===== src/rtl/barcode_drive_ctrl.sv =====
// barcode_drive_ctrl
//   Sequences the 4-bit leg-enable bus of the barcode/LED sink pad driver.
//   Leg weights are 1,1,1,3 units, so drive levels 0..6 are available.
//   The block ramps the level one unit per ramp tick on start and stop,
//   gates the legs with a frame-based PWM, and shuts down at once on force_off.
//
// Ports
//   clk        system clock
//   rst_n      asynchronous active-low reset
//   enable     level-sensitive drive request
//   level_tgt  target drive level in units (7 is treated as 6)
//   duty       PWM on-count per frame (0 = always off, all-ones = always on)
//   force_off  immediate shutdown, highest priority
//   ng_en      registered leg enables to the pad driver
//   cur_level  current ramped level, 0..6
//   busy       high whenever the sequencer is not OFF
//   at_level   high in ON when cur_level equals the clamped target
module barcode_drive_ctrl #(
  parameter int RAMP_DIV = 16,
  parameter int PWM_W    = 8
) (
  input  logic             clk,
  input  logic             rst_n,
  input  logic             enable,
  input  logic [2:0]       level_tgt,
  input  logic [PWM_W-1:0] duty,
  input  logic             force_off,
  output logic [3:0]       ng_en,
  output logic [2:0]       cur_level,
  output logic             busy,
  output logic             at_level
);

  typedef enum logic [1:0] {
    S_OFF       = 2'd0,
    S_RAMP_UP   = 2'd1,
    S_ON        = 2'd2,
    S_RAMP_DOWN = 2'd3
  } state_t;

  localparam int              PRE_W   = $clog2(RAMP_DIV);
  localparam logic [PRE_W-1:0] PRE_MAX = PRE_W'(RAMP_DIV - 1);

  // Level 7 has no leg combination; saturate it to full drive.
  function automatic logic [2:0] clamp_level(input logic [2:0] l);
    return (l == 3'd7) ? 3'd6 : l;
  endfunction

  // Units -> legs. Levels 4..6 use the 3-unit leg plus 1..3 single legs.
  function automatic logic [3:0] level_map(input logic [2:0] l);
    logic [3:0] m;
    case (l)
      3'd1:    m = 4'b0001;
      3'd2:    m = 4'b0011;
      3'd3:    m = 4'b0111;
      3'd4:    m = 4'b1001;
      3'd5:    m = 4'b1011;
      3'd6:    m = 4'b1111;
      default: m = 4'b0000;
    endcase
    return m;
  endfunction

  state_t           state, next_state;
  logic [PRE_W-1:0] presc;
  logic [PWM_W-1:0] pwm_cnt;
  logic [2:0]       tgt;
  logic             tick;
  logic             pwm_on;
  logic [2:0]       level_nxt;
  logic [3:0]       ng_en_nxt;
  logic             busy_nxt;
  logic             at_level_nxt;

  assign tgt    = clamp_level(level_tgt);
  assign tick   = (state != S_OFF) && (presc == PRE_MAX);
  assign pwm_on = (duty == {PWM_W{1'b1}}) || (pwm_cnt < duty);

  // State register
  always_ff @(posedge clk or negedge rst_n) begin
    if (!rst_n) state <= S_OFF;
    else        state <= next_state;
  end

  // Next-state logic. RAMP_UP looks at the level being written this cycle so
  // ON and at_level line up with the final step; RAMP_DOWN looks at the
  // registered level so busy drops one cycle after the level reaches 0.
  always_comb begin
    next_state = state;
    if (force_off) begin
      next_state = S_OFF;
    end else begin
      case (state)
        S_OFF:       if (enable) next_state = S_RAMP_UP;
        S_RAMP_UP: begin
          if (!enable)                next_state = S_RAMP_DOWN;
          else if (level_nxt >= tgt)  next_state = S_ON;
        end
        S_ON:        if (!enable) next_state = S_RAMP_DOWN;
        S_RAMP_DOWN: begin
          if (enable)                 next_state = S_RAMP_UP;
          else if (cur_level == 3'd0) next_state = S_OFF;
        end
        default:     next_state = S_OFF;
      endcase
    end
  end

  // Output / datapath next values
  always_comb begin
    level_nxt = cur_level;
    if (force_off || state == S_OFF) begin
      level_nxt = 3'd0;
    end else if (tick) begin
      case (state)
        S_RAMP_UP:   if (cur_level < tgt) level_nxt = cur_level + 3'd1;
        S_ON: begin
          if (cur_level < tgt)      level_nxt = cur_level + 3'd1;
          else if (cur_level > tgt) level_nxt = cur_level - 3'd1;
        end
        S_RAMP_DOWN: if (cur_level != 3'd0) level_nxt = cur_level - 3'd1;
        default:     level_nxt = cur_level;
      endcase
    end

    busy_nxt     = (next_state != S_OFF);
    at_level_nxt = (next_state == S_ON) && (level_nxt == tgt);

    // Legs follow the registered level, so they trail cur_level by a cycle.
    ng_en_nxt = 4'b0000;
    if (!force_off && state != S_OFF && pwm_on) ng_en_nxt = level_map(cur_level);
  end

  // Registered outputs, ramp prescaler and PWM frame counter
  always_ff @(posedge clk or negedge rst_n) begin
    if (!rst_n) begin
      ng_en     <= 4'b0000;
      cur_level <= 3'd0;
      busy      <= 1'b0;
      at_level  <= 1'b0;
      presc     <= '0;
      pwm_cnt   <= '0;
    end else begin
      ng_en     <= ng_en_nxt;
      cur_level <= level_nxt;
      busy      <= busy_nxt;
      at_level  <= at_level_nxt;

      if (next_state == S_OFF)  presc <= '0;
      else if (state != S_OFF)  presc <= (presc == PRE_MAX) ? '0 : presc + 1'b1;

      if (next_state == S_OFF)  pwm_cnt <= '0;
      else if (state != S_OFF)  pwm_cnt <= pwm_cnt + 1'b1;
    end
  end

endmodule

===== config.mk =====
export PLATFORM = sky130hd
export DESIGN_NAME = barcode_drive_ctrl
export DESIGN_NICKNAME = d
export VERILOG_FILES = /design/src/rtl/barcode_drive_ctrl.sv
export SDC_FILE = /design/constraint.sdc
export NUM_CORES = 1
export LEC_CHECK = 0
export ABC_AREA = 1
export BUFFER_PORTS_ARGS = -buffer_cell sky130_fd_sc_hd__buf_2
export CAP_MARGIN = 10
export CORE_MARGIN = 4
export CORE_UTILIZATION = 60
export CTS_BUF_LIST = sky130_fd_sc_hd__clkbuf_8
export DETAILED_ROUTE_END_ITERATION = 7
export GPL_TIMING_DRIVEN = 0
export PLACE_DENSITY = 0.82
export SLEW_MARGIN = 20
export SYNTH_ARGS = -nofsm -noshare
export SYNTH_HDL_FRONTEND = slang
export SYNTH_SLANG_ARGS = --single-unit

===== constraint.sdc =====
create_clock -name clk -period 3.85 [get_ports clk]
set_input_delay 0.1925 -clock clk [delete_from_list [all_inputs] [get_ports clk]]
set_output_delay 0.1925 -clock clk [all_outputs]
set_load 0.02 [all_outputs]

==> flow_summary.toml, run 1 <==
[finish]
num_antenna_cells = 0
final_common_cell = "nand2_1"
fin_nets = 298
final_cell_mix = "nand2_1 (46), inv_1 (40), ha_1 (23), dfrtp_1 (23), buf_2 (23)"
fin_util = 0.711
area_delta_synth_final_pct = 11.9
drive_gt1_frac = 0.189
finalNonFillerCells = 290

[synth]
syn-num-nets = 269
synth_top_area_share = 0.326
synth.area.top_cells = "dfrtp_1 (33%), ha_1 (16%), nand2_1 (9.8%)"
synth_top_area_cell = "dfrtp_1"
synthFlopType = "dfrtp_1"
yosys_warnings = 0
async_flop_share = 1.00
ys_seq_area_frac = 0.326
synth_area_um2 = 1770
synthCells = 231
synth.avg_cell_area_um2 = 7.65
synth_cell_type_count = 26
synth_edf_count = 0
ys_ff_latch = 23

[global_route]
grt_use_met2 = 0.307
grt_max_degree = 24
grt_use_total = 0.177
grt.busiest_layer = "met2"
met3_usage = 0.0306
grt-ovfl-total = 0
first_global_vias = 1390
grt.met1_usage = 0.231
antenna_found_initial = 0
grt_pass1_wl_mm = 5.82

[pwr]
internal_power_w = 0.000375
p_total_w = 0.000540
power.density_nw_per_um2 = 273
switching_power_w = 0.000165
pwr-share-seq = 0.481
irDropWorstVdd_uv = 331
comb_power_share = 0.246
netSwitchingFraction = 0.306
power.share.clock = 0.273
power.leakage_nw = 1.09

[worst_setup_path]
path_class = "reg2reg"
cp.buffers_inverters = 4
slowest_delay_ns = 0.49
crit_chain = "inv_1 -> ha_1 -> inv_1 -> nand3_1 -> nand2_1 -> nand2_1 -> nor2_1 -> nand2_1 -> nand2_1 -> nand2_1 -> a21oi_1 -> ha_1 -> a21oi_1 -> nand2_1 -> o21ai_0 -> nand2_1 -> nand2_1 -> nand2_2 -> inv_2 -> buf_12 -> nor2_2"
start_kind = "flop"
cp.arrival_ns = 3.24
crit_slowest_cell = "dfrtp_1"
cp_common_cell = "nand2_1"
endpoint_kind = "flop"
path_delay_family = "simple AND/OR/NAND/NOR gates"
required_ns = 4.00
cp_max_fo = 10

[run]
drv_cap = 0

[detailed_routing]
dr.pass1.iters = 4
via_count = 1486
via_per_inst = 5.12
drc = 0
drt_iter0_markers = 47
routed_wl_mm = 3.14
wire_per_inst_um = 10.8
ant_nets = 0

[clocking]
cts-buffers-inserted = 3
clock-sinks = 23
clk_path_buf_depth = 2
cts_tree = "done"
path_clk_slew_ns = 0.08
insertion_delay_ns = 0.26
htree_levels = 1
clock-root-buffer = "clkbuf_8"

[min_path]
hp-class = "in2reg"

[sta]
skew_ns = 0.00317
fin_crit_ns = 3.08
finalSetupViolCount = 0
tightest_slew_ns = 0.500
max_freq_ghz = 0.324
fin_setup_tns_ns = 0
rsz0062_at_grt = "no"
slew_headroom = 0.666
hold_viol = 0
postLayoutSetupSlackWorst_ns = 0.767
finalCritPeriodShare = 0.801
slew_viol_final = 0

[placement]
port_buffers = 23
place_ws_ns = 0.796
place_inst = 285
dp.final_hpwl_mm = 2.57
place_congestion = 0.865

[floorplan]
fp.dieH_um = 62.3
rows = 19
fp.coreArea_um2 = 2780
die-area_um2 = 3880
start_util = 0.636
io_pins = 24
die_w_um = 62.3

[run_status]
status = "finished clean"
## through the flow
stage                     instance area (um2)  hold WS [ns]
after CTS                                1980         0.230
final                                    1980         0.233
after floorplan                          1770        -0.103
after detailed placement                 1920         0.191
after global placement                   1920         0.186
after global routing                     1980         0.246
## synth_stat cells, types with 2 or more instances
master / number
a21oi_1: 13
dfrtp_1: 23
ha_1: 23
inv_1: 40
inv_2: 3
mux2i_1: 2
nand2_1: 46
nand2_2: 2
nand3_1: 16
nand4_1: 2
nor2_1: 18
nor2_2: 11
nor3_1: 6
o21a_1: 2
o21ai_0: 7
xor2_1: 7
## worst reg2reg max path: stages (launching register included)
cell	delay [ns]
dfrtp_1	0.49
inv_1	0.18
ha_1	0.23
inv_1	0.05
nand3_1	0.09
nand2_1	0.19
nand2_1	0.07
nor2_1	0.13
nand2_1	0.06
nand2_1	0.06
nand2_1	0.04
a21oi_1	0.21
ha_1	0.30
a21oi_1	0.16
nand2_1	0.09
o21ai_0	0.15
nand2_1	0.06
nand2_1	0.09
nand2_2	0.07
inv_2	0.08
buf_12	0.14
nor2_2	0.04
## final timing paths
path	startpoint	slack [ns]	cells after the start	to
worst max-delay path	cur_level[0]	0.77	21	presc[1]
worst min-delay path	force_off	0.23	4	cur_level[0]
worst max register to register	cur_level[0]	0.77	21	presc[1]
worst min register to register	pwm_cnt[7]	0.59	2	pwm_cnt[7]
max in group asynchronous	rst_n	3.09	2	cur_level[0]
min in group asynchronous	rst_n	0.42	2	pwm_cnt[4]
## power by group through the flow
stage / Combinational, W / Clock [W] / Sequential (W)
floorplan: 0.0000965 / 0 / 0.000266
global placement: 0.000130 / 0 / 0.000264
detailed placement: 0.000133 / 0 / 0.000265
CTS: 0.000135 / 0.000153 / 0.000260
global route: 0.000151 / 0.000164 / 0.000262
finish: 0.000133 / 0.000147 / 0.000260
## layer usage
layer	part of all wire	vias to the layer above
met5	0	-
met4	0.0019	0
met3	0.042	2
met2	0.49	25
met1	0.47	662
li1	-	797
## area by class of cell
type / count / area, um2
multi-input combinational: 163 / 1000
fill: 248 / 803
sequential: 23 / 576
inverter: 43 / 161
timing repair buffer: 24 / 125
clock buffer: 3 / 41.3
tap: 31 / 38.8
buffer: 2 / 31.3
clock inverter: 1 / 5.00
## state kept, by name (all words and copies together), names as in the netlist
signal     count
at_level       1
busy           1
cur_level      3
ng_en          4
presc          4
pwm_cnt        8
state          2
## timing repair
| action | CTS | global route |
|---|---|---|
| hold buffers | 1 | 0 |
| endpoints found under the hold margin | 23 | 0 |
| buffers inserted | 0 | 0 |
| resized for setup | 0 | 0 |
## logic make-up after synthesis
| kind of cell | share of synthesized area |
|---|---|
| adder cells (fa/ha/maj) | 0.163 |
| AO/OA/AOI/OAI | 0.0863 |
| AND/OR/NAND/NOR | 0.270 |
| buffers and inverters | 0.109 |
| flip-flops | 0.326 |
| multiplexers | 0.0113 |
| XOR/XNOR | 0.0347 |
Note: power is estimated with default switching activity, not from simulation.
==> run 2: changes to the inputs <==
==> constraint.sdc (replaced) <==
create_clock -name clk -period 3.2 [get_ports clk]
set_input_delay 0.16 -clock clk [delete_from_list [all_inputs] [get_ports clk]]
set_output_delay 0.16 -clock clk [all_outputs]
set_load 0.02 [all_outputs]
==> run 2 against run 1 <==
Power up 20%. First-iteration DRC count down 13%. Wire length up 3.1%. Largest power group unchanged.
==> flow_summary.toml, run 2 (same netlist as run 1, synthesis figures left out) <==
[finish]
num_antenna_cells = 0
area_delta_synth_final_pct = 13.7
fin_nets = 300
largestRegisters = "pwm_cnt: 8 flops, ng_en: 4 flops, presc: 4 flops"
drive_gt1_frac = 0.218
fill_cells = 243
regMostFlops = "pwm_cnt"
final_cell_mix = "nand2_1 (45), inv_1 (40), ha_1 (23), buf_2 (23), dfrtp_1 (21)"
final_common_cell = "nand2_1"
largest_reg_flops = 8

[global_route]
grt_use_total = 0.177
grt_use_met2 = 0.307
grt-ovfl-total = 0
grt_pass1_wl_mm = 5.82
first_global_vias = 1390
grt.met1_usage = 0.231
grt.busiest_layer = "met2"
met3_usage = 0.0306
antenna_found_initial = 0
grt_max_degree = 24

[placement]
port_buffers = 23
place_ws_ns = 0.146
dp.final_hpwl_mm = 2.57
place_congestion = 0.865

[pwr]
irDropWorstVdd_uv = 399
power.density_nw_per_um2 = 323
p_total_w = 0.000649
power.leakage_nw = 1.10

[clocking]
clk_path_buf_depth = 2
htree_levels = 1
clock-root-buffer = "clkbuf_8"
cts_tree = "done"
path_clk_slew_ns = 0.08
clock-sinks = 23
cts-buffers-inserted = 3
insertion_delay_ns = 0.26

[worst_setup_path]
cp.arrival_ns = 3.06
crit_slowest_cell = "dfrtp_2"
cp_common_cell = "nand2_1"
worst-path-stages = 19
cp.buffers_inverters = 2
cp_max_fo = 10
endpoint_kind = "flop"
endpoint = "presc[1]"
start_kind = "flop"
required_ns = 3.35
path_class = "reg2reg"
path_delay_family = "simple AND/OR/NAND/NOR gates"
reg2reg_depth = 19
r2r_start = "cur_level[2]"
slowest_delay_ns = 0.47
r2r_end = "presc[1]"
reg2reg_slack_ns = 0.29
crit_chain = "ha_1 -> nand3_1 -> nand2_2 -> nand2_1 -> nor2_1 -> nand2_1 -> nand2_1 -> nand2_1 -> a21oi_2 -> ha_1 -> a21oi_1 -> nand2_1 -> o21ai_0 -> nand2_1 -> nand2_1 -> nand2_2 -> inv_2 -> buf_12 -> nor2_2"
critPathLaunch = "cur_level[2]"

[floorplan]
fp.dieH_um = 62.3
die_w_um = 62.3
die-area_um2 = 3880
start_util = 0.636
fp.coreArea_um2 = 2780
rows = 19
io_pins = 24

[sta]
postLayoutSetupSlackWorst_ns = 0.290
slew_headroom = 0.670
max_freq_ghz = 0.344
finalCritPeriodShare = 0.909
tightest_slew_ns = 0.495
slew_viol_final = 0
skew_ns = 0.00170
finalSetupViolCount = 0
hold_viol = 0
fin_crit_ns = 2.91

[detailed_routing]
drt_iter0_markers = 41
wire_per_inst_um = 11.1
dr.pass1.iters = 4
drc = 0
via_count = 1520
routed_wl_mm = 3.24
ant_nets = 0
via_per_inst = 5.21

[run]
drv_cap = 0

[min_path]
hp-class = "in2reg"

[run_status]
status = "finished clean"
[run 2: changes by cell type in the layout (fill, tap and decap cells not counted), sizes merged]
cell / before / now
buf: 25 / 27
[run 2: metrics by stage]
stage / std cells / TNS (ns) / hold slack [ns] / instance area [um2] / utilization
floorplan: 231 / 0 / -0.136 / 1770 / -
global placement: 285 / 0 / 0.154 / 1920 / 0.691
detailed placement: 285 / 0 / 0.158 / 1920 / 0.691
CTS: 290 / 0 / 0.197 / 1980 / 0.711
global route: 292 / -0.0284 / 0.212 / 2010 / 0.722
finish: 292 / 0 / 0.198 / 2010 / 0.722
[run 2: worst register-to-register path: cells and delay by family, from the launching register on]
family	cells	cell delay, ns
simple gates	12	1.01
flops	1	0.47
fa+ha+maj	2	0.63
buf+inv	2	0.22
compound gates	3	0.47
[run 2: cell type report]
cell class	instances	area, um2	share of cell area
Buffer	2	31.3	0.0156
Clock buffer	3	41.3	0.0205
Clock inverter	1	5.00	0.00249
Inverter	43	161	0.0803
Multi-Input combinational cell	163	1010	0.504
Sequential cell	23	578	0.288
Tap cell	31	38.8	0.0193
Timing Repair Buffer	26	140	0.0697
[run 2: per-layer routing]
layer | vias up | routed length [um] | part of all wire
li1 | 803 | - | -
met1 | 678 | 1480 | 0.46
met2 | 37 | 1590 | 0.49
met3 | 2 | 163 | 0.050
met4 | 0 | 10 | 0.0031
met5 | - | 0 | 0
[run 2: timing repair]
action	in CTS	in global routing
setup buffers	0	2
hold buffers	1	0
hold endpoints to repair	23	0
endpoints found under the setup margin	0	13
resized for setup	0	6
[run 2: where the power goes]
group	leakage [nW]	internal (W)	switching, W
registers	0.314	0.000303	0.00000966
logic	0.757	0.0000613	0.0000994
clock network	0.0255	0.0000868	0.0000891
total	1.10	0.000451	0.000198
[run 2: how the worst min path moves through the flow]
stage	from	end	slack, ns	depth (start not counted)
finish	force_off	cur_level[0]	0.20	4
floorplan	rst_n	at_level	-0.14	0
CTS	force_off	cur_level[0]	0.20	4
global route	force_off	cur_level[0]	0.21	4
detailed placement	rst_n	pwm_cnt[4]	0.16	1
global placement	rst_n	pwm_cnt[3]	0.15	1
==> run 3: changes to the inputs <==
--- a/config.mk
+++ b/config.mk
@@ -14,6 +14,8 @@
 export DETAILED_ROUTE_END_ITERATION = 7
 export GPL_TIMING_DRIVEN = 0
 export PLACE_DENSITY = 0.82
+export REMOVE_ABC_BUFFERS = 1
+export SETUP_SLACK_MARGIN = 0.15
 export SLEW_MARGIN = 20
 export SYNTH_ARGS = -nofsm -noshare
 export SYNTH_HDL_FRONTEND = slang
==> run 3 against run 2 <==
Sequential share of layout area shrank 0.38 points. Cell area increased by 1.6%. Wire length increased by 12%. Worst setup slack improved by 0.071 ns. Critical path depth decreased by 4. Fmax up 2.5%. Clock power is 7% higher. Critical path type unchanged. Largest power group unchanged.
==> flow_summary.toml, run 3 (same netlist as run 1, synthesis figures left out) <==
[finish]
area_delta_synth_final_pct = 15.4
num_antenna_cells = 0
drive_gt1_frac = 0.254
fin_util = 0.734
final_cell_mix = "nand2_1 (45), inv_1 (38), buf_2 (23)"
fin_area_um2 = 2040
final_common_cell = "nand2_1"
fin_nets = 303
regMostFlops = "pwm_cnt"
finalNonFillerCells = 295
largest_reg_flops = 8
fill_cells = 237
largestRegisters = "pwm_cnt: 8 flops, ng_en: 4 flops, presc: 4 flops"

[clocking]
clk_path_buf_depth = 2
insertion_delay_ns = 0.27
cts_tree = "done"
cts-buffers-inserted = 3
clock-root-buffer = "clkbuf_8"
path_clk_slew_ns = 0.09
htree_levels = 1
clock-sinks = 23

[global_route]
grt_max_degree = 24
grt.busiest_layer = "met2"
grt.met1_usage = 0.223
met3_usage = 0.0342
antenna_found_initial = 0
grt-ovfl-total = 0
grt_use_total = 0.185
first_global_vias = 1447
grt_pass1_wl_mm = 5.98
grt_use_met2 = 0.329

[pwr]
power.leakage_nw = 1.10
irDropWorstVdd_uv = 471
power.density_nw_per_um2 = 319

[detailed_routing]
drt_iter0_markers = 69
wire_per_inst_um = 12.3
dr.pass1.iters = 4
drc = 0
routed_wl_mm = 3.61
ant_nets = 0
via_per_inst = 5.31
via_count = 1565

[floorplan]
fp.coreArea_um2 = 2780
fp.dieH_um = 62.3
rows = 19
die-area_um2 = 3880
die_w_um = 62.3
start_util = 0.636
io_pins = 24

[placement]
place_ws_ns = -0.0223
place_inst = 283
dp.final_hpwl_mm = 2.60
port_buffers = 23
dpl_cell_area_um2 = 1890
place_congestion = 0.819

[sta]
max_freq_ghz = 0.352
postLayoutSetupSlackWorst_ns = 0.362
finalCritPeriodShare = 0.887
hold_viol = 0
slew_viol_final = 0
skew_ns = 0.00280
finalSetupViolCount = 0
slew_headroom = 0.662
fin_crit_ns = 2.84
rsz0062_at_grt = "no"
tightest_slew_ns = 0.507

[worst_setup_path]
path_class = "reg2reg"
endpoint_kind = "flop"
required_ns = 3.37
cp_max_fo = 12
cp.arrival_ns = 3.01
start_kind = "flop"

[run_status]
status = "finished clean"

[min_path]
hp-class = "in2reg"

[run]
drv_cap = 0
-- run 3: repair_timing --
action                                 4_1_cts  5_1_grt
hold buffers                                 1        0
endpoints found under the hold margin       23        0
setup buffers                                0        7
gates resized for setup                      4       13
setup endpoints to repair                   12       15
pin swaps                                    0        1
-- run 3: cell type report --
cell class / count / area (um2) / area share
Sequential cell: 23 / 579 / 0.284
Tap cell: 31 / 38.8 / 0.0190
Inverter: 43 / 166 / 0.0815
Clock buffer: 3 / 41.3 / 0.0202
Multi-Input combinational cell: 163 / 1030 / 0.506
Timing Repair Buffer: 31 / 178 / 0.0871
Clock inverter: 1 / 5.00 / 0.00245
-- run 3: final timing paths --
path,startpoint,end,slack (ns),depth (start not counted)
worst min register to register,pwm_cnt[7],pwm_cnt[7],0.59,2
worst max register to register,cur_level[1],pwm_cnt[0],0.36,15
worst max-delay path,cur_level[1],pwm_cnt[0],0.36,15
min in group asynchronous,rst_n,pwm_cnt[2],0.38,2
worst min-delay path,force_off,cur_level[0],0.20,4
max in group asynchronous,rst_n,cur_level[2],2.45,2
-- run 3: report_power, final --
| part | internal [W] | leakage, nW | total, W | switching (W) |
|---|---|---|---|---|
| clock network | 0.0000872 | 0.0255 | 0.000188 | 0.000100 |
| registers | 0.000303 | 0.312 | 0.000313 | 0.00000996 |
| logic | 0.0000498 | 0.767 | 0.000150 | 0.000100 |
| total | 0.000440 | 1.10 | 0.000650 | 0.000210 |
-- run 3: routing by layer --
metal / part of all wire / wire, um
met3: 0.055 / 200
met2: 0.50 / 1830
met5: 0 / 0
met4: 0.017 / 62
met1: 0.42 / 1530
-- run 3: stage by stage --
stage | TNS, ns | hold slack [ns] | total power [W]
global placement | 0 | 0.157 | 0.000456
floorplan | 0 | -0.136 | 0.000419
detailed placement | -0.0356 | 0.165 | 0.000461
global route | 0 | 0.199 | 0.000690
CTS | 0 | 0.188 | 0.000646
finish | 0 | 0.196 | 0.000650
-- run 3: worst max-delay path, stage by stage (launching register included) --
cell	delay [ns]
dfrtp_2	0.45
ha_1	0.30
nand3_1	0.14
nand2_2	0.11
buf_4	0.15
o31a_1	0.25
a21oi_2	0.19
ha_1	0.28
a21oi_1	0.17
nand2_1	0.10
o21ai_1	0.13
nand2_1	0.07
nand2_1	0.11
nand2_2	0.09
clkinv_4	0.13
nor2_1	0.05
